$ cat src/rtl/frame_deser_pkg.sv
// Shared types and defaults for the frame deserializer slice.
package frame_deser_pkg;

  localparam int BITS_PER_FRAME_DEF = 256;
  localparam int FIFO_AW_DEF        = 3;

  typedef enum logic [1:0] {
    ST_IDLE = 2'd0,
    ST_RUN  = 2'd1,
    ST_DROP = 2'd2
  } state_t;

  typedef struct packed {
    logic       sof;
    logic [7:0] data;
  } fifo_word_t;

  // Bit counter must hold BITS_PER_FRAME itself, so one bit wider than log2.
  function automatic int cnt_width(input int bits_per_frame);
    return $clog2(bits_per_frame) + 1;
  endfunction

endpackage

$ cat src/rtl/frame_deser_if.sv
// Valid/ready byte stream from the deserializer to the packet layer.
interface frame_deser_if;
  logic [7:0] out_data;
  logic       out_sof;
  logic       out_valid;
  logic       out_ready;

  modport master (output out_data, output out_sof, output out_valid, input out_ready);
  modport slave  (input out_data, input out_sof, input out_valid, output out_ready);
endinterface

$ cat src/rtl/frame_deser_sync_fifo.sv
// First-word-fall-through FIFO; a push into a full FIFO is accepted only if a pop frees space the same cycle.
module frame_deser_sync_fifo #(
  parameter int WIDTH = 9,
  parameter int AW    = 3
) (
  input  logic             clk,
  input  logic             reset,
  input  logic             push,
  input  logic [WIDTH-1:0] wdata,
  input  logic             pop,
  output logic [WIDTH-1:0] rdata,
  output logic             empty,
  output logic             drop
);
  localparam int DEPTH = 1 << AW;

  logic [WIDTH-1:0] mem [DEPTH];
  logic [AW:0]      wr_ptr;
  logic [AW:0]      rd_ptr;
  logic             full;
  logic             do_push;
  logic             do_pop;

  assign empty   = (wr_ptr == rd_ptr);
  assign full    = (wr_ptr[AW] != rd_ptr[AW]) && (wr_ptr[AW-1:0] == rd_ptr[AW-1:0]);
  assign do_pop  = pop & ~empty;
  assign do_push = push & (~full | do_pop);
  assign drop    = push & full & ~do_pop;
  assign rdata   = empty ? '0 : mem[rd_ptr[AW-1:0]];

  // Pointer update; extra MSB distinguishes full from empty.
  always_ff @(posedge clk) begin
    if (reset) begin
      wr_ptr <= '0;
      rd_ptr <= '0;
    end else begin
      if (do_push) wr_ptr <= wr_ptr + 1'b1;
      if (do_pop)  rd_ptr <= rd_ptr + 1'b1;
    end
  end

  // Storage write; contents need no reset since empty masks the read port.
  always_ff @(posedge clk) begin
    if (do_push) mem[wr_ptr[AW-1:0]] <= wdata;
  end

endmodule

$ cat src/rtl/frame_deser.sv
// Serial-to-byte deserializer behind the dpll: frame alignment on wc, length check, byte FIFO.
//
//  state | meaning
//  IDLE  | not aligned; waiting for locked & wc rising edge
//  RUN   | inside a frame, shifting one bit per bitclock strobe
//  DROP  | frame overran its length; ignoring strobes until next wc
module frame_deser
  import frame_deser_pkg::*;
#(
  parameter int BITS_PER_FRAME = BITS_PER_FRAME_DEF,
  parameter int FIFO_AW        = FIFO_AW_DEF
) (
  input  logic                 clk,
  input  logic                 reset,
  input  logic                 wc,
  input  logic                 bitclock,
  input  logic                 locked,
  input  logic                 sdata,
  frame_deser_if.master        bus,
  output logic                 frame_err,
  output logic                 overflow
);
  localparam int CNT_W = cnt_width(BITS_PER_FRAME);

  state_t           state;
  state_t           next_state;
  logic             wc_d;
  logic             bc_d;
  logic             wc_rise;
  logic             strobe;
  logic [CNT_W-1:0] bitcnt;
  logic [6:0]       shreg;
  logic             frame_full;
  logic             start_frame;
  logic             shift_en;
  logic             push_c;
  logic             err_c;
  logic             push_q;
  fifo_word_t       push_word;
  fifo_word_t       rd_word;
  logic             fifo_empty;
  logic             fifo_drop;
  logic             pop;

  assign wc_rise    = wc & ~wc_d;
  assign strobe     = bitclock & ~bc_d;
  assign frame_full = (bitcnt == CNT_W'(BITS_PER_FRAME));

  // Delay registers for wc / bitclock rising-edge detection.
  always_ff @(posedge clk) begin
    if (reset) begin
      wc_d <= 1'b0;
      bc_d <= 1'b0;
    end else begin
      wc_d <= wc;
      bc_d <= bitclock;
    end
  end

  // State register.
  always_ff @(posedge clk) begin
    if (reset) state <= ST_IDLE;
    else       state <= next_state;
  end

  // Next state: loss of lock dominates, then a new frame start, then overrun.
  always_comb begin
    next_state = state;
    if (!locked)                                           next_state = ST_IDLE;
    else if (wc_rise)                                      next_state = ST_RUN;
    else if (state == ST_RUN && strobe && frame_full)      next_state = ST_DROP;
  end

  // FSM outputs; a strobe coinciding with wc_rise becomes bit 0 of the new frame.
  always_comb begin
    start_frame = locked & wc_rise;
    shift_en    = locked & strobe & (start_frame | ((state == ST_RUN) & ~frame_full));
    push_c      = shift_en & ~start_frame & (bitcnt[2:0] == 3'd7);
    err_c       = locked & (state == ST_RUN) & (wc_rise ? ~frame_full : (strobe & frame_full));
  end

  // Bit counter, shift register, registered byte push and error pulses.
  always_ff @(posedge clk) begin
    if (reset) begin
      bitcnt    <= '0;
      shreg     <= '0;
      push_q    <= 1'b0;
      push_word <= '0;
      frame_err <= 1'b0;
      overflow  <= 1'b0;
    end else begin
      frame_err <= err_c;
      overflow  <= fifo_drop;
      push_q    <= push_c;
      push_word <= {(bitcnt[CNT_W-1:3] == '0), shreg, sdata};
      if (start_frame) begin
        bitcnt <= strobe ? CNT_W'(1) : '0;
        shreg  <= {6'b0, sdata & strobe};
      end else if (shift_en) begin
        bitcnt <= bitcnt + CNT_W'(1);
        shreg  <= {shreg[5:0], sdata};
      end else if (!locked) begin
        bitcnt <= '0;
        shreg  <= '0;
      end
    end
  end

  assign pop           = bus.out_valid & bus.out_ready;
  assign bus.out_valid = ~fifo_empty;
  assign bus.out_data  = rd_word.data;
  assign bus.out_sof   = rd_word.sof;

  frame_deser_sync_fifo #(
    .WIDTH ($bits(fifo_word_t)),
    .AW    (FIFO_AW)
  ) u_fifo (
    .clk   (clk),
    .reset (reset),
    .push  (push_q),
    .wdata (push_word),
    .pop   (pop),
    .rdata (rd_word),
    .empty (fifo_empty),
    .drop  (fifo_drop)
  );

endmodule
$ cat src/flat_wrapper.sv
// flat-port wrapper written by rule: the top's interface ports become plain ports
module frame_deser_flat import frame_deser_pkg::*;
#(
  parameter int BITS_PER_FRAME = BITS_PER_FRAME_DEF,
  parameter int FIFO_AW        = FIFO_AW_DEF
)
  (clk, reset, wc, bitclock, locked, sdata, frame_err, overflow, bus_out_data, bus_out_sof, bus_out_valid, bus_out_ready);
  frame_deser_if bus_i ();
  input  logic clk;
  input  logic reset;
  input  logic wc;
  input  logic bitclock;
  input  logic locked;
  input  logic sdata;
  output logic frame_err;
  output logic overflow;
  output wire logic [$bits(bus_i.out_data)-1:0] bus_out_data;
  output wire logic [$bits(bus_i.out_sof)-1:0] bus_out_sof;
  output wire logic [$bits(bus_i.out_valid)-1:0] bus_out_valid;
  input wire logic [$bits(bus_i.out_ready)-1:0] bus_out_ready;
  assign bus_out_data = bus_i.out_data;
  assign bus_out_sof = bus_i.out_sof;
  assign bus_out_valid = bus_i.out_valid;
  assign bus_i.out_ready = bus_out_ready;
  frame_deser #(.BITS_PER_FRAME(BITS_PER_FRAME), .FIFO_AW(FIFO_AW)) u_core (.clk(clk), .reset(reset), .wc(wc), .bitclock(bitclock), .locked(locked), .sdata(sdata), .bus(bus_i), .frame_err(frame_err), .overflow(overflow));
endmodule
$ cat config.mk
export PLATFORM = sky130hd
export DESIGN_NAME = frame_deser_flat
export DESIGN_NICKNAME = d
export VERILOG_FILES = /design/src/rtl/frame_deser_pkg.sv /design/src/rtl/frame_deser_if.sv /design/src/rtl/frame_deser_sync_fifo.sv /design/src/rtl/frame_deser.sv /design/src/flat_wrapper.sv
export SDC_FILE = /design/constraint.sdc
export NUM_CORES = 1
export LEC_CHECK = 0
export ABC_AREA = 0
export CAP_MARGIN = 15
export CORE_MARGIN = 8
export CORE_UTILIZATION = 50
export CTS_BUF_LIST = sky130_fd_sc_hd__clkbuf_8
export CTS_CLUSTER_SIZE = 30
export DETAILED_ROUTE_END_ITERATION = 8
export PLACE_DENSITY_LB_ADDON = 0.08
export SLEW_MARGIN = 10
export SYNTH_ARGS = -nofsm -noshare
export SYNTH_HDL_FRONTEND = slang
export SYNTH_SLANG_ARGS = --single-unit
$ cat constraint.sdc
create_clock -name clk -period 2.55 [get_ports clk]
set_input_delay 0.3825 -clock clk [delete_from_list [all_inputs] [get_ports clk]]
set_output_delay 0.3825 -clock clk [all_outputs]
set_load 0.1 [all_outputs]
# ---- After elaboration in Yosys (flattened, before gate mapping)
# Memory sizes are Yosys's and may differ from the RTL's. A register that Yosys moved wholly into a read port is not among the register bits.
# Cells that the tools add are included.
dict set report classes {
  bitwise 27
  addsub 3
  eq_ne 8
  reduce_logical 8
  n_mux 15
}
# operator n
set op_table {}
lappend op_table {{2-to-1 mux 9 bit} 4}
lappend op_table {{bitwise AND 1 bit} 17}
lappend op_table {{2-to-1 mux 7 bit} 2}
lappend op_table {{adder 9 x 1 -> 9 bit, second input constant} 1}
lappend op_table {{equality test 9 bit, second input constant} 1}
lappend op_table {{adder 4 x 1 -> 4 bit, second input constant} 2}
lappend op_table {{inverter 1 bit} 8}
lappend op_table {{2-to-1 mux 1 bit} 7}
lappend op_table {{logical NOT 6 bit} 1}
lappend op_table {{2-to-1 mux 3 bit} 2}
lappend op_table {{equality test 4 bit} 1}
lappend op_table {{OR reduction 2 bit} 2}
lappend op_table {{equality test 3 bit} 1}
lappend op_table {{equality test 3 bit, second input constant} 1}
lappend op_table {{logical AND 1 bit} 3}
lappend op_table {{inequality test 3 x 1 -> 1 bit, second input constant} 1}
lappend op_table {{OR reduction 3 bit} 1}
lappend op_table {{equality test 2 x 1 -> 1 bit, second input constant} 1}
lappend op_table {{inequality test 2 x 1 -> 1 bit, second input constant} 1}
lappend op_table {{bitwise OR 1 bit} 2}
lappend op_table {{nonzero test 2 bit} 1}
lappend op_table {{inequality test 1 bit} 1}
dict set report totals {
  mem_count 1
  ram_bits 72
  wordCells 76
  ff_bits 40
  input_bits 7
  out_inout_bits 12
}
# name words width rd rd_ports_with_merged_regs write_ports line
set mem_list {}
lappend mem_list {u_core.u_fifo.mem 8 9 1 1 1 frame_deser_sync_fifo.sv:17} ;# logic [WIDTH-1:0] mem [DEPTH];

# ---- Logic depth before layout (Yosys ltp)
dict set report logic_depth {
  word_depth 8
  mapped_depth 7
  mapped_depth_nobuf 6
}

# ---- Hierarchy
# From an unflattened synthesis, not the netlist that was laid out.
dict set report unflattened {
  cells_unflattened 340
  hier_area_um2 4803.4
}
# mod cells_each area_each_um2 instances seq_area_each_um2
set by_module_without_submodules {}
lappend by_module_without_submodules {frame_deser_sync_fifo 200 3393.3 1 2382.3}
lappend by_module_without_submodules {frame_deser 140 1410.1 1 640.6}

# ---- Worst setup path before layout
# OpenSTA, ideal clock, no wires.
dict set report synth_timing {
  path_kind {reg2out}
  from {register u_core.u_fifo.wr_ptr[1]}
  to {output bus_out_data[0]}
  arrival_time_ns 2.419
  stages_incl_launch_ff 7
  path_buffers 2
  required_ns 2.168
  setup_slack_ns -0.251
  cell_sequence {dfxtp_1 buf_2 xor2_1 or3_1 buf_6 nor2_2 nor2_1}
}
dict set report synth_between {
  elab_chain_cells 2
}
# element line
set synth_rtl {}
lappend synth_rtl {{from (decl)} frame_deser_sync_fifo.sv:18} ;# logic [AW:0] wr_ptr;
lappend synth_rtl {{from (signal assigned)} frame_deser_sync_fifo.sv:37} ;# if (do_push) wr_ptr <= wr_ptr + 1'b1;
lappend synth_rtl {{equality test 4 bit} frame_deser_sync_fifo.sv:24} ;# assign empty = (wr_ptr == rd_ptr);
lappend synth_rtl {{2-to-1 mux 9 bit} frame_deser_sync_fifo.sv:29} ;# assign rdata = empty ? '0 : mem[rd_ptr[AW-1:0]];
lappend synth_rtl {{to (decl)} flat_wrapper.sv:17} ;# output wire logic [$bits(bus_i.out_data)-1:0] bus_out_data;
# No other way between the ends.

# ---- Worst setup path in the final report
dict set report layout_timing {
  from {register u_core.u_fifo.rd_ptr[0]}
  to {output bus_out_data[6]}
}
dict set report layout_between {
  elab_chain_cells 2
}
# element line
set layout_rtl {}
lappend layout_rtl {{from (decl)} frame_deser_sync_fifo.sv:19} ;# logic [AW:0] rd_ptr;
lappend layout_rtl {{from (signal assigned)} frame_deser_sync_fifo.sv:38} ;# if (do_pop) rd_ptr <= rd_ptr + 1'b1;
lappend layout_rtl {{equality test 4 bit} frame_deser_sync_fifo.sv:24}
lappend layout_rtl {{2-to-1 mux 9 bit} frame_deser_sync_fifo.sv:29}
# No other way between the ends.

==> flow_summary_export.csv <==
group,metric,value,unit
floorplan,rows,35,
timing,slew_headroom,0.554,
global_routing,grt_use_total,0.143,
layout,nets,371,
global_routing,grt_antenna_before_repair,0,
worst_setup_path,critPathMaxFanout,9,
synth,async_flop_share,0,
route,dr_total_vias,2591,
timing,timing.final.crit_share,0.947,
worst_setup_path,path_class,"flop to output port",
power,power_density,683,nW/um^2
timing,fmax,414,MHz
timing,whs,0.478,ns
cts,clock_latency,0.42,ns
place,io_buffers,18,
cts,cts_root_buffer,"clkbuf_8",
timing,finalWorstSetupSlack,0.136,ns
worst_setup_path,crit_required,2.17,ns
route,routedWlPerCell,16.8,um
route,drtIter0Drc,102,
synth,synth_top_area_frac,0.463,
cts,clkTransAtPathRegs,0.07,ns
timing,fin_skew,0.0110,ns
worst_setup_path,critPathCaptureType,"output port",
route,drc_errors,0,
global_routing,grt_pass1_wl,13500,um
worst_setup_path,crit_arrival,2.03,ns
status,outcome,"finished, final reports clean",
floorplan,die-area,12700,sq um
cts,clockBufferDepth,2,
cts,cts_made_buffers,17,
layout,drive_gt1_frac,0.245,
layout,syn_to_final_growth,19.3,%
timing,rsz0062_at_grt,"false",
synth,syn_area,4670,sq um
timing,worst_pin_slew,0.660,ns
power,finalPower,3.81,mW
layout,finish.utilization,0.609,
power,ir_drop,0.000319,V
synth,avgSynthCellArea,14.5,sq um
global_routing,grt_max_degree,20,
timing,slew_viol_final,0,
global_routing,grt_overflow,0,
route,totalWireLength,8130,um
cts,cts_tree,"yes",
timing,period_minus_slack,2.41,ns
power,p_leak,1.91,nW
worst_hold_path,min_path_type,"flop to flop",
place,dp_slack,0.341,ns
synth,synth-seq-area-share,0.647,
cts,cts.sinks,115,
layout,fill_cells,691,
timing,finalHoldViolations,0,
synth,ys_ff_latch,115,
place,gp_congestion,0.802,
synth,synth_edf_count,72,
route,drt_pass1_iterations,4,
synth,synthCells,322,
synth,syn-num-nets,334,
route,antenna_left,0,
floorplan,ios,19,
synth,synth_top_flop_cell,"edfxtp_1",
global_routing,grt_pass1_vias,2722,
job,maxCapViolCount,0,
timing,setup_viol,0,
cts,cts_hold_buf,0,
place,dp_hpwl,5530,um
floorplan,coreArea,9150,sq um
floorplan,fp.dieW,113,um
floorplan,start_util,0.510,
cts,post_cts_buffers,0,
floorplan,fp.dieH,113,um
synth,synth_cell_types,44,
layout,fin_cells,483,
synth,yosysWarnings,0,
synth,ys_top_cells_by_area,"edfxtp_1, dfxtp_1, mux4_2, mux2i_1, nor2_1",
place,place_inst,451,
cts,cts.htree.levels,4,
synth,synth_top_area_cell,"edfxtp_1",
route,viasPerCell,5.36,
worst_setup_path,start_kind,"flop",
layout,num_antenna_cells,0,
[final timing paths]
kind / start / to / slack, ns / cells after the start
worst max-delay path: u_core.u_fifo.rd_ptr[0]$_SDFFE_PP0P_ / bus_out_data[6] / 0.14 / 6
worst min-delay path: u_core.shreg[6]$_SDFFE_PP0P_ / u_core.push_word[7]$_SDFF_PP0_ / 0.48 / 1
worst max register to register: u_core.u_fifo.rd_ptr[0]$_SDFFE_PP0P_ / u_core.u_fifo.mem[1][7]$_DFFE_PP_ / 0.62 / 6
worst min register to register: u_core.shreg[6]$_SDFFE_PP0P_ / u_core.push_word[7]$_SDFF_PP0_ / 0.48 / 1
[flip-flops by register name (all words and copies together), names as in the netlist, 2 cells and up, named ones only]
signal                cells
u_core.push_word          9
u_core.u_fifo.mem        72
u_core.u_fifo.wr_ptr      4
u_core.state              2
u_core.bitcnt             9
u_core.u_fifo.rd_ptr      4
u_core.shreg              7
[synthesized netlist by cell type (3+ instances only)]
library cell,count
edfxtp_1,72
xor2_2,3
nor2_1,35
or3_1,3
buf_6,4
nand3_1,4
nand2b_1,7
clkbuf_1,6
nor2b_1,12
nor4_1,6
o21ai_0,3
mux4_2,18
inv_1,9
mux2i_1,18
nor3_1,9
ha_1,5
a21oi_1,9
dfxtp_1,43
nand4_1,3
xor2_1,3
nor4b_1,3
xnor2_1,6
nand2_1,13
[cell type report]
type / count / area, sq um / share of cell area
Timing Repair Buffer: 34 / 408 / 0.0732
Inverter: 9 / 33.8 / 0.00606
Clock inverter: 14 / 184 / 0.0330
Clock buffer: 18 / 248 / 0.0445
Sequential cell: 115 / 3020 / 0.543
Tap cell: 111 / 139 / 0.0249
Multi-Input combinational cell: 182 / 1540 / 0.276
[per-layer routing]
metal | track usage | wire (um) | vias up
met3 | 0.0483 | 240 | 15
met4 | 0.0683 | 152 | 0
met5 | 0 | 0 | -
met1 | 0.160 | 3590 | 1262
met2 | 0.239 | 4140 | 40
li1 | - | - | 1274
[critical path, stage by stage, from the launching register on]
cell     delay [ns]
dfxtp_1        0.37
xor2_2         0.23
or3_1          0.42
nor2_2         0.11
buf_4          0.20
nor2_1         0.10
buf_12         0.17
[metrics by stage]
stage	TNS [ns]	cell area (sq um)
after CTS	0	5560
after global routing	0	5570
after detailed placement	0	5130
after global placement	0	5130
after floorplan	-2.26	4670
final	0	5570
[cell usage in the layout (no fill, tap or decap), types with 5 or more instances in the layout]
master,instances
buf_4,17
nor2b_1,12
clkbuf_8,18
nor3_1,9
mux4_2,18
nand2b_1,7
nor2_1,35
xnor2_1,6
ha_1,5
buf_12,11
a21oi_1,9
mux2i_1,18
inv_1,10
nand2_1,13
edfxtp_1,72
dfxtp_1,42
clkdlybuf4s50_1,6
[cell families (layout without fill, tap and decap cells)]
family / count (synthesis) / in the layout / synth area share
compound gates: 22 / 22 / 0.0343
xor+xnor: 12 / 12 / 0.0273
fa+ha+maj: 5 / 5 / 0.0134
buf+inv: 25 / 75 / 0.0281
flops: 115 / 115 / 0.647
mux: 36 / 36 / 0.125
simple gates: 107 / 107 / 0.124
[report_power, final]
group	internal, mW	switching (mW)	leakage [nW]
Clock	1.09	0.705	0.221
Sequential	1.96	0.00632	1.02
Combinational	0.0203	0.0248	0.670
[timing repair]
action / in CTS / in global routing
pin swaps: 0 / 0
resized for setup: 1 / 1
setup endpoints to repair: 4 / 8
Note: power is estimated with default switching activity, not from simulation.
